## src/rtl/arb_mux_nto1.sv

```systemverilog
// N-to-1 valid/ready multiplexer with a single registered output stage.
// Channel choice comes from an external select (MODE 0) or a round-robin arbiter (MODE 1).
module arb_mux_nto1 #(
    parameter  int WIDTH = 32,
    parameter  int N_IN  = 4,
    parameter  int MODE  = 0,
    localparam int SEL_W = $clog2(N_IN)
) (
    input  logic                  clk,
    input  logic                  rst,
    input  logic [N_IN*WIDTH-1:0] In_Data,
    input  logic [N_IN-1:0]       In_Valid,
    output logic [N_IN-1:0]       In_Ready,
    input  logic [SEL_W-1:0]      Sel,
    output logic [WIDTH-1:0]      Out_Data,
    output logic                  Out_Valid,
    input  logic                  Out_Ready,
    output logic [SEL_W-1:0]      Out_Src
);

    logic [SEL_W-1:0] ptr;
    logic [SEL_W-1:0] grant_idx;
    logic             grant_valid;
    logic             can_load;
    logic             transfer;
    logic [WIDTH-1:0] grant_data;
    int               rr_idx;

    // The output register can take a new beat when empty or being emptied this cycle.
    assign can_load = !Out_Valid || Out_Ready;

    // NOTE: every signal written here gets a default first, so no path leaves it
    // unassigned and no latch is inferred.
    always_comb begin
        grant_valid = 1'b0;
        grant_idx   = '0;
        rr_idx      = 0;
        if (MODE == 0) begin
            if (int'(Sel) < N_IN) begin
                grant_valid = 1'b1;
                grant_idx   = Sel;
            end
        end else begin
            // Scan from farthest to nearest so the channel closest after ptr wins.
            for (int k = N_IN; k >= 1; k--) begin
                rr_idx = int'(ptr) + k;
                if (rr_idx >= N_IN) rr_idx = rr_idx - N_IN;
                if (In_Valid[SEL_W'(rr_idx)]) begin
                    grant_valid = 1'b1;
                    grant_idx   = SEL_W'(rr_idx);
                end
            end
        end
    end

    // Ready is forced low while reset is held so no beat appears accepted.
    always_comb begin
        In_Ready = '0;
        if (!rst && can_load && grant_valid) In_Ready[grant_idx] = 1'b1;
    end

    assign transfer   = In_Ready[grant_idx] && In_Valid[grant_idx];
    assign grant_data = In_Data[int'(grant_idx)*WIDTH +: WIDTH];

    // NOTE: state registers use non-blocking assignments so every flop samples
    // the pre-edge values regardless of statement order.
    always_ff @(posedge clk or posedge rst) begin
        if (rst) begin
            Out_Valid <= 1'b0;
            Out_Data  <= '0;
            Out_Src   <= '0;
            ptr       <= SEL_W'(N_IN - 1);
        end else if (transfer) begin
            Out_Valid <= 1'b1;
            Out_Data  <= grant_data;
            Out_Src   <= grant_idx;
            if (MODE != 0) ptr <= grant_idx;
        end else if (Out_Ready) begin
            Out_Valid <= 1'b0;
        end
    end

endmodule

```

## config.mk

```make
export PLATFORM = sky130hd
export DESIGN_NAME = arb_mux_nto1
export DESIGN_NICKNAME = d
export VERILOG_FILES = /design/src/rtl/arb_mux_nto1.sv
export SDC_FILE = /design/constraint.sdc
export NUM_CORES = 1
export LEC_CHECK = 0
export BUFFER_PORTS_ARGS = -buffer_cell sky130_fd_sc_hd__clkbuf_2
export CORE_ASPECT_RATIO = 2
export CORE_MARGIN = 4
export CORE_UTILIZATION = 43
export CTS_BUF_LIST = sky130_fd_sc_hd__clkbuf_4 sky130_fd_sc_hd__clkbuf_8 sky130_fd_sc_hd__clkbuf_16
export DETAILED_ROUTE_END_ITERATION = 10
export GPL_TIMING_DRIVEN = 0
export MAX_ROUTING_LAYER = met4
export PLACE_DENSITY = 0.93
export SLEW_MARGIN = 20
export SYNTH_ARGS = -nofsm -noshare
export SYNTH_HDL_FRONTEND = slang
export SYNTH_SLANG_ARGS = --single-unit
```

## constraint.sdc

```tcl
create_clock -name clk -period 2.7 [get_ports clk]
set_clock_uncertainty 0.15 [all_clocks]
set_input_delay 0.135 -clock clk [delete_from_list [all_inputs] [get_ports clk]]
set_output_delay 0.135 -clock clk [all_outputs]
set_load 0.02 [all_outputs]
```

==> results of run 1 <==
[Yosys cell counts (2+ instances only)]
cell type / instances / area, um^2
sky130_fd_sc_hd__buf_12: 3 / 60.1
sky130_fd_sc_hd__buf_2: 4 / 20.0
sky130_fd_sc_hd__clkbuf_1: 2 / 7.51
sky130_fd_sc_hd__dfrtp_1: 35 / 876
sky130_fd_sc_hd__inv_1: 3 / 11.3
sky130_fd_sc_hd__mux2_2: 6 / 67.6
sky130_fd_sc_hd__mux2_4: 29 / 435
sky130_fd_sc_hd__mux4_2: 33 / 743
sky130_fd_sc_hd__nand2_1: 2 / 7.51
sky130_fd_sc_hd__nor3_1: 4 / 20.0
[stage by stage]
step                      cells  area, um^2  total power, mW
after detailed placement    361        3270             1.65
final                       370        3400             2.13
after floorplan             128        2310             1.32
after CTS                   370        3400             2.15
after global routing        370        3400             2.23
after global placement      360        3250             1.61
[final cells by class]
type,instances,area share [%]
flip-flops and latches,35,25.8
plain buffers,11,3.02
repair buffers,176,26.5
clock buffers,6,2.43
clock inverters,2,1.03
multi-input cells,79,38.8
well taps,58,2.14
inverters,3,0.331
[report_power, final]
part | leakage (nW) | switching [mW] | total (mW) | internal, mW
clock network | 0.0612 | 0.190 | 0.489 | 0.299
logic | 1.33 | 0.416 | 0.874 | 0.459
registers | 0.410 | 0.0916 | 0.764 | 0.672
[timing repair]
item / in CTS / in global routing
hold endpoints to repair: 35 / 0
hold buffers: 1 / 0
gates resized for setup: 0 / 0
[final timing paths]
path / end / from / slack [ns] / depth (start not counted)
worst max register to register: Out_Data[16]$_DFFE_PP0P_ / Out_Valid$_DFFE_PP0P_ / 1.09 / 4
worst min register to register: Out_Data[25]$_DFFE_PP0P_ / Out_Data[25]$_DFFE_PP0P_ / 0.36 / 1
worst min-delay path: Out_Data[4]$_DFFE_PP0P_ / In_Data[100] / 0.15 / 3
max in group asynchronous: Out_Data[18]$_DFFE_PP0P_ / rst / 1.75 / 4
worst max-delay path: In_Ready[3] / rst / 0.62 / 7
min in group asynchronous: Out_Data[1]$_DFFE_PP0P_ / rst / 0.21 / 3
[cell families (layout without fill, tap and decap cells)]
group	Yosys count	after routing	synth area share (%)
AOI/OAI and AO/OA	2	2	0.651
DFF	35	35	38.0
muxes	68	68	54.0
buffers and inverters	14	198	4.93
and+or+nand+nor	9	9	2.44
[flip-flops by register name, summed over array words and instances, names as in the netlist]
| signal | flops |
|---|---|
| Out_Data | 32 |
| Out_Src | 2 |
| Out_Valid | 1 |
[critical path, stage by stage]
cell and delay [ns]:
sky130_fd_sc_hd__dlygate4sd3_1 0.54, sky130_fd_sc_hd__clkbuf_2 0.11, sky130_fd_sc_hd__inv_2 0.26, sky130_fd_sc_hd__buf_12 0.23, sky130_fd_sc_hd__nand2_1 0.12, sky130_fd_sc_hd__nor3_1 0.18
sky130_fd_sc_hd__clkbuf_2 0.21
[metal layers]
metal,wire length [um],vias to the layer above,GRT usage [%]
met5,0,-,-
met1,2330,947,22.5
met2,3980,121,40.8
met3,693,14,5.57
met4,140,0,7.84
li1,-,883,-
==> metrics.txt, run 1 <==
# TYPE chip_impl_metric gauge
chip_impl_info{name="outcome",value="finished clean"} 1
chip_impl_metric{name="reg_area",unit="um^2"} 876
chip_impl_metric{name="grt_first_pass_wirelength",unit="um"} 11100
chip_impl_metric{name="postRouteAntennaNets",unit=""} 0
chip_impl_metric{name="insertion_delay",unit="ns"} 0.28
chip_impl_info{name="layout_common_cells",value="sky130_fd_sc_hd__clkbuf_2, sky130_fd_sc_hd__dfrtp_1, sky130_fd_sc_hd__mux4_2, sky130_fd_sc_hd__mux2_4"} 1
chip_impl_metric{name="ctsLongestPathBuffers",unit=""} 2
chip_impl_metric{name="drtPass1Iterations",unit=""} 4
chip_impl_metric{name="report.final.slew_viol_count",unit=""} 0
chip_impl_metric{name="rows",unit=""} 37
chip_impl_metric{name="ys_ff_latch",unit=""} 35
chip_impl_info{name="rsz0062_at_grt",value="no"} 1
chip_impl_info{name="synth_ff_type",value="sky130_fd_sc_hd__dfrtp_1"} 1
chip_impl_metric{name="remaining_drc_errors",unit=""} 0
chip_impl_metric{name="grt_antenna_before_repair",unit=""} 0
chip_impl_metric{name="core_area",unit="um^2"} 5180
chip_impl_metric{name="syn_area",unit="um^2"} 2310
chip_impl_metric{name="via_count",unit=""} 1965
chip_impl_metric{name="initial_core_util",unit="%"} 44.5
chip_impl_metric{name="grt-ovfl-total",unit=""} 0
chip_impl_info{name="worst_setup_path_start_kind",value="primary input"} 1
chip_impl_info{name="cts_tree",value="done"} 1
chip_impl_metric{name="wire_per_inst",unit="um"} 19.3
chip_impl_metric{name="wirelength",unit="um"} 7150
chip_impl_metric{name="clkTransAtPathRegs",unit="ns"} 0.07
chip_impl_metric{name="number_of_global_route_vias_before_repair",unit=""} 2361
chip_impl_metric{name="drive_gt1_share",unit="%"} 83.7
chip_impl_metric{name="maximum_vdd_ir_drop",unit="uV"} 474
chip_impl_metric{name="number_of_sinks_on_the_clock_net",unit=""} 35
chip_impl_metric{name="die_width",unit="um"} 59.8
chip_impl_metric{name="grt_util_all_layers",unit="%"} 22.7
chip_impl_metric{name="timing.critical_path.fanout_max",unit=""} 26
chip_impl_metric{name="grt_start_max_net_pins",unit=""} 27
chip_impl_metric{name="max_freq",unit="MHz"} 481
chip_impl_metric{name="yosysWarnings",unit=""} 0
chip_impl_info{name="critical_path.endpoint_type",value="output port"} 1
chip_impl_metric{name="routabilityCongestion",unit=""} 0.831
chip_impl_metric{name="share_of_async_settable_or_async_resettable_flops_after_synthesis",unit="%"} 100
chip_impl_metric{name="fp.dieH",unit="um"} 112
chip_impl_metric{name="worstMarginPinSlew",unit="ns"} 0.562
chip_impl_metric{name="finalNetCount",unit=""} 448
chip_impl_metric{name="post-route-util",unit="%"} 65.5
chip_impl_metric{name="boundaryPins",unit=""} 176
chip_impl_metric{name="synth_enable_flop_cells",unit=""} 0
chip_impl_metric{name="multiInputGateArea",unit="um^2"} 1320
chip_impl_metric{name="post_synth.cell_area_avg",unit="um^2"} 18.0
chip_impl_metric{name="post_synth_num_cell_types",unit=""} 17
chip_impl_metric{name="post_cts_repair_timing_setup_buffer_count",unit=""} 0
chip_impl_metric{name="worst-endpoint-arrival",unit="ns"} 1.79
chip_impl_metric{name="final.setup.worst_slack",unit="ns"} 0.621
chip_impl_metric{name="finalHoldWorstSlack",unit="ns"} 0.149
chip_impl_metric{name="dp.final_hpwl",unit="um"} 6270
chip_impl_metric{name="crit_required",unit="ns"} 2.41
chip_impl_metric{name="timing.setup.tns",unit="ns"} 0
chip_impl_metric{name="detailedRoute.firstIterationViolations",unit=""} 86
chip_impl_metric{name="maxCapViolCount",unit=""} 0
chip_impl_metric{name="fillerInstances",unit=""} 383
chip_impl_metric{name="finalSetupViolCount",unit=""} 0
chip_impl_metric{name="slew_headroom",unit="%"} 62.6
chip_impl_metric{name="tritoncts.num_buffers",unit=""} 5
chip_impl_metric{name="period_needed",unit="ns"} 2.08
chip_impl_metric{name="place_ws",unit="ns"} 0.753
chip_impl_metric{name="insertedDiodeCount",unit=""} 0
chip_impl_metric{name="nets_in_the_synthesized_netlist",unit=""} 265
chip_impl_metric{name="fin_crit_share",unit="%"} 77.0
chip_impl_metric{name="vias_per_cell",unit=""} 5.31
chip_impl_info{name="timing_worst_setup_path_type",value="primary input to output port"} 1
chip_impl_metric{name="static-leakage-power",unit="nW"} 1.80
chip_impl_metric{name="power_density",unit="nW/um^2"} 626
chip_impl_metric{name="fp.dieArea",unit="um^2"} 6670
chip_impl_info{name="cts-root-buf",value="sky130_fd_sc_hd__clkbuf_8"} 1
chip_impl_metric{name="hold_violations",unit=""} 0
chip_impl_metric{name="io_buffer_count",unit=""} 174
chip_impl_info{name="worstHoldPathType",value="primary input to flop"} 1
chip_impl_info{name="final_common_cell",value="sky130_fd_sc_hd__clkbuf_2"} 1
chip_impl_metric{name="cts.htree.levels",unit=""} 2
chip_impl_metric{name="synthToLayoutAreaGrowth",unit="%"} 47.3
chip_impl_metric{name="syn-instance-count",unit=""} 128
chip_impl_metric{name="synth-seq-area-share",unit="%"} 38.0
Note: power is estimated with default switching activity, not from simulation.
==> inputs of run 2 (changes only) <==
- ABC_AREA: not set -> 1
- PLACE_DENSITY: 0.93 -> 0.88
- clock period: 2.7 -> 2.2 ns (I/O delays scaled with it)
==> run 2 against run 1 <==
  * Count of clock-buffer cells in the layout is 1 higher
  * Core utilization is 2.0 points lower
  * First-iteration DRC count is 130% higher
  * Sequential share of layout area is 3.0 points lower
  * Total power is 18% higher
  * Highest routed layer unchanged
  * Via count is 76% higher
  * Critical endpoint unchanged
==> metrics.txt, run 2 <==
# TYPE chip_impl_metric gauge
chip_impl_info{name="critical_path.endpoint_type",value="output port"} 1
chip_impl_metric{name="post-route-util",unit="%"} 63.5
chip_impl_info{name="final_common_cell",value="sky130_fd_sc_hd__nand2_1"} 1
chip_impl_metric{name="clkTransAtPathRegs",unit="ns"} 0.06
chip_impl_metric{name="number_of_global_route_vias_before_repair",unit=""} 3283
chip_impl_info{name="worst_setup_path_start_kind",value="primary input"} 1
chip_impl_info{name="rsz0062_at_grt",value="no"} 1
chip_impl_metric{name="synthToLayoutAreaGrowth",unit="%"} 41.9
chip_impl_info{name="cts-root-buf",value="sky130_fd_sc_hd__clkbuf_16"} 1
chip_impl_metric{name="grt_start_max_net_pins",unit=""} 36
chip_impl_info{name="worstHoldPathType",value="primary input to flop"} 1
chip_impl_metric{name="nets_in_the_synthesized_netlist",unit=""} 615
chip_impl_metric{name="yosysTopAreaCellShare",unit="%"} 50.4
chip_impl_info{name="critical_path.reg2reg.endpoint",value="Out_Data[11]$_DFFE_PP0P_"} 1
chip_impl_metric{name="maxCapViolCount",unit=""} 0
chip_impl_metric{name="grt_util_all_layers",unit="%"} 24.2
chip_impl_metric{name="static-leakage-power",unit="nW"} 2.58
chip_impl_metric{name="insertion_delay",unit="ns"} 0.27
chip_impl_metric{name="remaining_drc_errors",unit=""} 0
chip_impl_metric{name="hold_violations",unit=""} 0
chip_impl_info{name="crit_path_start",value="rst"} 1
chip_impl_metric{name="wirelength",unit="um"} 9130
chip_impl_info{name="cts_tree",value="done"} 1
chip_impl_metric{name="period_needed",unit="ns"} 1.86
chip_impl_metric{name="worstHoldPathCells",unit=""} 7
chip_impl_metric{name="comb_power_share",unit="%"} 37.8
chip_impl_metric{name="worstRegToRegCells",unit=""} 6
chip_impl_metric{name="fp.dieH",unit="um"} 120
chip_impl_metric{name="worst-endpoint-arrival",unit="ns"} 1.60
chip_impl_metric{name="postRouteAntennaNets",unit=""} 0
chip_impl_metric{name="timing.critical_path.fanout_max",unit=""} 9
chip_impl_metric{name="maximum_vdd_ir_drop",unit="uV"} 335
chip_impl_metric{name="fp.dieArea",unit="um^2"} 7710
chip_impl_metric{name="core_area",unit="um^2"} 6060
chip_impl_metric{name="synth_enable_flop_cells",unit=""} 0
chip_impl_metric{name="ys_ff_latch",unit=""} 35
chip_impl_metric{name="initial_core_util",unit="%"} 44.8
chip_impl_metric{name="via_count",unit=""} 3452
chip_impl_metric{name="worst_case_register_to_register_setup_slack",unit="ns"} 0.62
chip_impl_metric{name="die_width",unit="um"} 64.1
chip_impl_metric{name="share_of_async_settable_or_async_resettable_flops_after_synthesis",unit="%"} 100
chip_impl_metric{name="drtPass1Iterations",unit=""} 4
chip_impl_metric{name="syn_area",unit="um^2"} 2710
chip_impl_metric{name="dp.final_hpwl",unit="um"} 7390
chip_impl_metric{name="max_freq",unit="MHz"} 537
chip_impl_metric{name="worstMarginPinSlew",unit="ns"} 0.734
chip_impl_metric{name="seq_power_share",unit="%"} 34.9
chip_impl_metric{name="yosysWarnings",unit=""} 0
chip_impl_metric{name="syn-instance-count",unit=""} 478
chip_impl_metric{name="insertedDiodeCount",unit=""} 0
chip_impl_info{name="synth.top_cells.by_area",value="sky130_fd_sc_hd__nand2_1, sky130_fd_sc_hd__dfrtp_1, sky130_fd_sc_hd__nand3_1, sky130_fd_sc_hd__buf_6, sky130_fd_sc_hd__buf_4"} 1
chip_impl_metric{name="wire_per_inst",unit="um"} 12.3
chip_impl_info{name="reg2reg_from",value="Out_Valid$_DFFE_PP0P_"} 1
chip_impl_metric{name="cts.htree.levels",unit=""} 2
chip_impl_metric{name="net-switching-power",unit="mW"} 0.925
chip_impl_metric{name="internal_power",unit="mW"} 1.59
chip_impl_metric{name="largest_register_ffs",unit=""} 32
chip_impl_metric{name="io_buffer_count",unit=""} 173
chip_impl_metric{name="grt_first_pass_wirelength",unit="um"} 14700
chip_impl_metric{name="tritoncts.num_buffers",unit=""} 5
chip_impl_metric{name="post_synth_num_cell_types",unit=""} 16
chip_impl_metric{name="post-place-cells",unit=""} 735
chip_impl_metric{name="p_sw_share",unit="%"} 36.8
chip_impl_metric{name="slew_headroom",unit="%"} 51.0
chip_impl_metric{name="post_cts_sizing_count",unit=""} 0
chip_impl_metric{name="crit_required",unit="ns"} 1.94
chip_impl_metric{name="vias_per_cell",unit=""} 4.63
chip_impl_metric{name="ctsLongestPathBuffers",unit=""} 2
chip_impl_metric{name="drive_gt1_share",unit="%"} 32.1
chip_impl_info{name="largest-register",value="Out_Data"} 1
chip_impl_metric{name="boundaryPins",unit=""} 176
chip_impl_info{name="synth_top_cells_by_count",value="sky130_fd_sc_hd__nand2_1, sky130_fd_sc_hd__dfrtp_1, sky130_fd_sc_hd__nand3_1, sky130_fd_sc_hd__buf_2, sky130_fd_sc_hd__buf_4"} 1
chip_impl_metric{name="number_of_sinks_on_the_clock_net",unit=""} 35
chip_impl_info{name="synth_ff_type",value="sky130_fd_sc_hd__dfrtp_1"} 1
chip_impl_info{name="holdCritStartpoint",value="In_Data[19]"} 1
chip_impl_metric{name="finalNetCount",unit=""} 797
chip_impl_info{name="synth_top_area_cell",value="sky130_fd_sc_hd__nand2_1"} 1
chip_impl_metric{name="grt-ovfl-total",unit=""} 0
chip_impl_metric{name="routabilityCongestion",unit=""} 0.926
chip_impl_metric{name="grt_antenna_before_repair",unit=""} 0
chip_impl_metric{name="report.final.slew_viol_count",unit=""} 0
chip_impl_metric{name="synth-seq-area-share",unit="%"} 32.3
chip_impl_info{name="min_to",value="Out_Data[19]$_DFFE_PP0P_"} 1
chip_impl_info{name="timing_worst_setup_path_type",value="primary input to output port"} 1
chip_impl_metric{name="post_synth.cell_area_avg",unit="um^2"} 5.67
chip_impl_info{name="synth_most_common_cell",value="sky130_fd_sc_hd__nand2_1"} 1
chip_impl_metric{name="post_cts_repair_timing_setup_buffer_count",unit=""} 0
chip_impl_info{name="outcome",value="finished clean"} 1
chip_impl_metric{name="pwr-share-clk",unit="%"} 27.3
chip_impl_metric{name="reg_area",unit="um^2"} 876
chip_impl_info{name="leading_registers_by_flop_count",value="Out_Data (32), Out_Src (2), Out_Valid (1)"} 1
chip_impl_metric{name="rows",unit=""} 40
chip_impl_metric{name="finalSetupViolCount",unit=""} 0
chip_impl_metric{name="power_density",unit="nW/um^2"} 653
chip_impl_metric{name="timing.setup.tns",unit="ns"} 0
chip_impl_metric{name="fin_crit_share",unit="%"} 84.7
chip_impl_metric{name="multiInputGateArea",unit="um^2"} 1600
chip_impl_metric{name="fillerInstances",unit=""} 610
chip_impl_metric{name="final_cell_count_no_fill",unit=""} 745
chip_impl_info{name="layout_common_cells",value="sky130_fd_sc_hd__nand2_1, sky130_fd_sc_hd__clkbuf_2, sky130_fd_sc_hd__dfrtp_1, sky130_fd_sc_hd__nand3_1"} 1
chip_impl_metric{name="detailedRoute.firstIterationViolations",unit=""} 197
==> run 2: cell count changes in the layout (fill, tap and decap cells not counted), moves of 9 or more <==
cell,before,now
sky130_fd_sc_hd__nand3_1,1,34
sky130_fd_sc_hd__nand2_1,2,364
sky130_fd_sc_hd__buf_4,0,9
sky130_fd_sc_hd__mux2_4,29,0
sky130_fd_sc_hd__mux4_2,33,0
==> run 2: cell families (layout without fill, tap and decap cells) <==
logic type	count (synthesis)	in the layout	synth area share, %
and+or+nand+nor	406	406	58.8
DFF	35	35	32.3
AOI/OAI and AO/OA	1	1	0.184
buffers and inverters	36	219	8.68
==> run 2: final cells by class <==
type                    instances  area share (%)
inverters                       5           0.553
clock inverters                 1           0.130
flip-flops and latches         35            22.8
well taps                      84            2.73
plain buffers                  31            5.56
multi-input cells             407            41.6
clock buffers                   7            3.64
repair buffers                175            23.0
==> run 2: routing by layer <==
metal	up-vias	track usage, %	part of all wire (%)
met5	-	-	0
li1	1808	-	-
met2	129	44.1	54
met1	1491	26.4	37
met4	0	9.67	3.1
met3	24	2.23	5.2
==> run 2: power groups by stage <==
stage               clock (mW)  sequential [mW]  combinational (mW)
floorplan                    0             1.06               0.385
global placement             0            0.881               0.935
detailed placement           0            0.883               0.956
CTS                      0.691            0.876               0.959
global route             0.721            0.893                1.05
finish                   0.685            0.877               0.950
==> run 2: worst max path at each step <==
stage / end / slack, ns / cells past startpoint
after global routing: In_Ready[3] / 0.24 / 6
after detailed placement: Out_Data[11]$_DFFE_PP0P_ / 0.61 / 6
after global placement: Out_Data[26]$_DFFE_PP0P_ / 0.67 / 6
final: In_Ready[3] / 0.34 / 6
after CTS: In_Ready[3] / 0.37 / 6
after floorplan: In_Ready[0] / 0.62 / 5
==> run 2: repair_timing <==
item	CTS	global route
hold buffers	2	0
setup endpoints to repair	0	0
hold endpoints to repair	36	0
==> run 2: metrics by stage <==
| step | power (mW) | hold WS (ns) | instance area, um^2 | worst slack, ns |
|---|---|---|---|---|
| finish | 2.51 | 0.0934 | 3850 | 0.337 |
| global route | 2.67 | 0.142 | 3850 | 0.237 |
| CTS | 2.53 | 0.0920 | 3850 | 0.375 |
| detailed placement | 1.84 | 0.161 | 3680 | 0.612 |
| global placement | 1.82 | 0.174 | 3680 | 0.670 |
| floorplan | 1.44 | 0.0676 | 2710 | 0.617 |
==> run 2: critical path: stages <==
cell	delay [ns]
sky130_fd_sc_hd__dlygate4sd3_1	0.54
sky130_fd_sc_hd__clkbuf_2	0.14
sky130_fd_sc_hd__nor2_4	0.28
sky130_fd_sc_hd__inv_1	0.14
sky130_fd_sc_hd__nor3_1	0.18
sky130_fd_sc_hd__clkbuf_2	0.21
==> inputs of run 3 (changes only) <==
- CORE_UTILIZATION: 43 -> 39
- PLACE_DENSITY: 0.88 -> 0.85
- clock period: 2.2 -> 1.6 ns (I/O delays scaled with it)
==> run 3 against run 2 <==
  * Clock power grew 61%
  * Core utilization is 5.0 points lower
  * Via count is 1.0% higher
  * Global-route usage decreased by 1.3 points
  * Critical path depth unchanged
  * Register-to-register slack worse by 0.44 ns
  * Non-clock buffer count rose by 2
  * First-iteration DRC count down 38%
==> metrics.txt, run 3 (synthesized netlist as in run 2, its figures left out) <==
# TYPE chip_impl_metric gauge
chip_impl_metric{name="cts.htree.levels",unit=""} 2
chip_impl_info{name="rsz0062_at_grt",value="no"} 1
chip_impl_metric{name="die_width",unit="um"} 66.9
chip_impl_metric{name="grt_util_all_layers",unit="%"} 22.9
chip_impl_info{name="timing_worst_setup_path_type",value="flop to output port"} 1
chip_impl_metric{name="initial_core_util",unit="%"} 40.6
chip_impl_metric{name="reg_area",unit="um^2"} 876
chip_impl_metric{name="fp.dieH",unit="um"} 126
chip_impl_metric{name="report.final.slew_viol_count",unit=""} 0
chip_impl_metric{name="fin_crit_share",unit="%"} 98.9
chip_impl_metric{name="tritoncts.num_buffers",unit=""} 5
chip_impl_metric{name="rows",unit=""} 42
chip_impl_metric{name="routabilityCongestion",unit=""} 0.882
chip_impl_info{name="critical_path.endpoint_type",value="output port"} 1
chip_impl_metric{name="via_count",unit=""} 3487
chip_impl_info{name="largest-register",value="Out_Data"} 1
chip_impl_metric{name="core_area",unit="um^2"} 6670
chip_impl_metric{name="synthToLayoutAreaGrowth",unit="%"} 44.1
chip_impl_metric{name="postRouteAntennaNets",unit=""} 0
chip_impl_metric{name="ctsLongestPathBuffers",unit=""} 2
chip_impl_metric{name="fp.dieArea",unit="um^2"} 8430
chip_impl_info{name="cts-root-buf",value="sky130_fd_sc_hd__clkbuf_16"} 1
chip_impl_metric{name="crit_required",unit="ns"} 1.37
chip_impl_metric{name="finalNetCount",unit=""} 799
chip_impl_metric{name="dp.final_hpwl",unit="um"} 7670
chip_impl_metric{name="slew_headroom",unit="%"} 50.5
chip_impl_metric{name="remaining_drc_errors",unit=""} 0
chip_impl_metric{name="vias_per_cell",unit=""} 4.64
chip_impl_info{name="outcome",value="finished clean"} 1
chip_impl_metric{name="boundaryPins",unit=""} 176
chip_impl_metric{name="multiInputGateArea",unit="um^2"} 1610
chip_impl_metric{name="finalSetupViolCount",unit=""} 0
chip_impl_info{name="final_common_cell",value="sky130_fd_sc_hd__nand2_1"} 1
chip_impl_metric{name="period_needed",unit="ns"} 1.58
chip_impl_metric{name="drive_gt1_share",unit="%"} 33.2
chip_impl_metric{name="worst-endpoint-arrival",unit="ns"} 1.35
chip_impl_metric{name="maxCapViolCount",unit=""} 0
chip_impl_metric{name="grt_antenna_before_repair",unit=""} 0
chip_impl_metric{name="maximum_vdd_ir_drop",unit="uV"} 470
chip_impl_info{name="leading_registers_by_flop_count",value="Out_Data (32), Out_Src (2), Out_Valid (1)"} 1
chip_impl_metric{name="io_buffer_count",unit=""} 173
chip_impl_metric{name="number_of_global_route_vias_before_repair",unit=""} 3387
chip_impl_metric{name="fillerInstances",unit=""} 707
chip_impl_metric{name="wirelength",unit="um"} 9370
chip_impl_metric{name="clkTransAtPathRegs",unit="ns"} 0.06
chip_impl_metric{name="insertion_delay",unit="ns"} 0.27
chip_impl_metric{name="power_density",unit="nW/um^2"} 930
chip_impl_metric{name="worstMarginPinSlew",unit="ns"} 0.741
chip_impl_info{name="layout_common_cells",value="sky130_fd_sc_hd__nand2_1, sky130_fd_sc_hd__clkbuf_2, sky130_fd_sc_hd__dfrtp_1, sky130_fd_sc_hd__nand3_1, sky130_fd_sc_hd__buf_4"} 1
chip_impl_metric{name="grt_start_max_net_pins",unit=""} 36
chip_impl_metric{name="timing.setup.tns",unit="ns"} 0
chip_impl_metric{name="drtPass1Iterations",unit=""} 4
chip_impl_info{name="worst_setup_path_start_kind",value="flop"} 1
chip_impl_metric{name="static-leakage-power",unit="nW"} 2.61
chip_impl_info{name="cts_tree",value="done"} 1
chip_impl_metric{name="hold_violations",unit=""} 0
chip_impl_metric{name="grt-ovfl-total",unit=""} 0
chip_impl_metric{name="number_of_sinks_on_the_clock_net",unit=""} 35
chip_impl_metric{name="grt_first_pass_wirelength",unit="um"} 14800
chip_impl_metric{name="detailedRoute.firstIterationViolations",unit=""} 122
chip_impl_metric{name="finalHoldWorstSlack",unit="ns"} 0.0677
chip_impl_metric{name="timing.critical_path.fanout_max",unit=""} 4
chip_impl_metric{name="max_freq",unit="MHz"} 632
chip_impl_info{name="worstHoldPathType",value="primary input to flop"} 1
chip_impl_metric{name="insertedDiodeCount",unit=""} 0
chip_impl_metric{name="largest_register_ffs",unit=""} 32
chip_impl_metric{name="wire_per_inst",unit="um"} 12.5
## run 3: changes by cell type in the layout (fill, tap and decap cells not counted), moves of 2 or more
| cell | change |
|---|---|
| sky130_fd_sc_hd__clkbuf_4 | -2 |
| sky130_fd_sc_hd__clkbuf_1 | -3 |
| sky130_fd_sc_hd__buf_4 | +4 |
| sky130_fd_sc_hd__buf_2 | +2 |
## run 3: final cells by class
cell class              instances  share of cell area (%)
plain buffers                  31                    5.57
clock buffers                   5                    3.20
clock inverters                 3                    1.12
inverters                       5                   0.545
multi-input cells             407                    41.1
flip-flops and latches         35                    22.4
well taps                      88                    2.82
repair buffers                177                    23.2
## run 3: worst paths after layout
check,startpoint,endpoint,slack [ns],depth (start not counted)
max,Out_Valid$_DFFE_PP0P_,In_Ready[1],0.02,6
min,In_Data[9],Out_Data[9]$_DFFE_PP0P_,0.07,7
max reg2reg,Out_Valid$_DFFE_PP0P_,Out_Data[15]$_DFFE_PP0P_,0.18,8
min reg2reg,Out_Data[18]$_DFFE_PP0P_,Out_Data[18]$_DFFE_PP0P_,0.32,2
max in group asynchronous,rst,Out_Data[18]$_DFFE_PP0P_,0.44,3
min in group asynchronous,rst,Out_Data[0]$_DFFE_PP0P_,0.39,3
## run 3: per-layer routing
layer  vias up  wire length [um]  track usage [%]
met5         -                 0                -
met3        22               557             2.14
li1       1813                 -                -
met1      1518              3280             23.3
met4         0               325             9.81
met2       134              5200             42.4
## run 3: timing repair
item	in CTS	in global routing
setup endpoints to repair	4	34
pin swaps	1	0
setup buffers	2	0
endpoints found under the hold margin	36	0
gates cloned	0	0
gates resized for setup	0	15
hold buffers	2	0
## run 3: critical path: stages, from the launching register on
cell and delay (ns):
sky130_fd_sc_hd__dfrtp_1 0.37, sky130_fd_sc_hd__inv_1 0.08, sky130_fd_sc_hd__nor2_2 0.05, sky130_fd_sc_hd__nor2_4 0.13, sky130_fd_sc_hd__inv_2 0.07, sky130_fd_sc_hd__nor3_1 0.17, sky130_fd_sc_hd__buf_2 0.21
## run 3: power breakdown
group / switching [mW] / leakage (nW) / total (mW) / internal (mW)
clock network: 0.367 / 0.0838 / 1.10 / 0.734
logic: 0.827 / 2.08 / 1.32 / 0.495
registers: 0.121 / 0.444 / 1.21 / 1.09
## run 3: per-stage QoR
stage / instance area [um^2] / instances / worst slack [ns] / power, mW / util, %
3_3_place_gp: 3690 / 739 / 0.0622 / 2.50 / 55.2
5_1_grt: 3910 / 751 / 0.0146 / 3.85 / 58.5
3_5_place_dp: 3690 / 739 / 0.0405 / 2.54 / 55.2
6_report: 3910 / 751 / 0.0169 / 3.63 / 58.5
4_1_cts: 3890 / 751 / 0.0224 / 3.66 / 58.3
2_1_floorplan: 2710 / 478 / 0.0466 / 1.99 / -
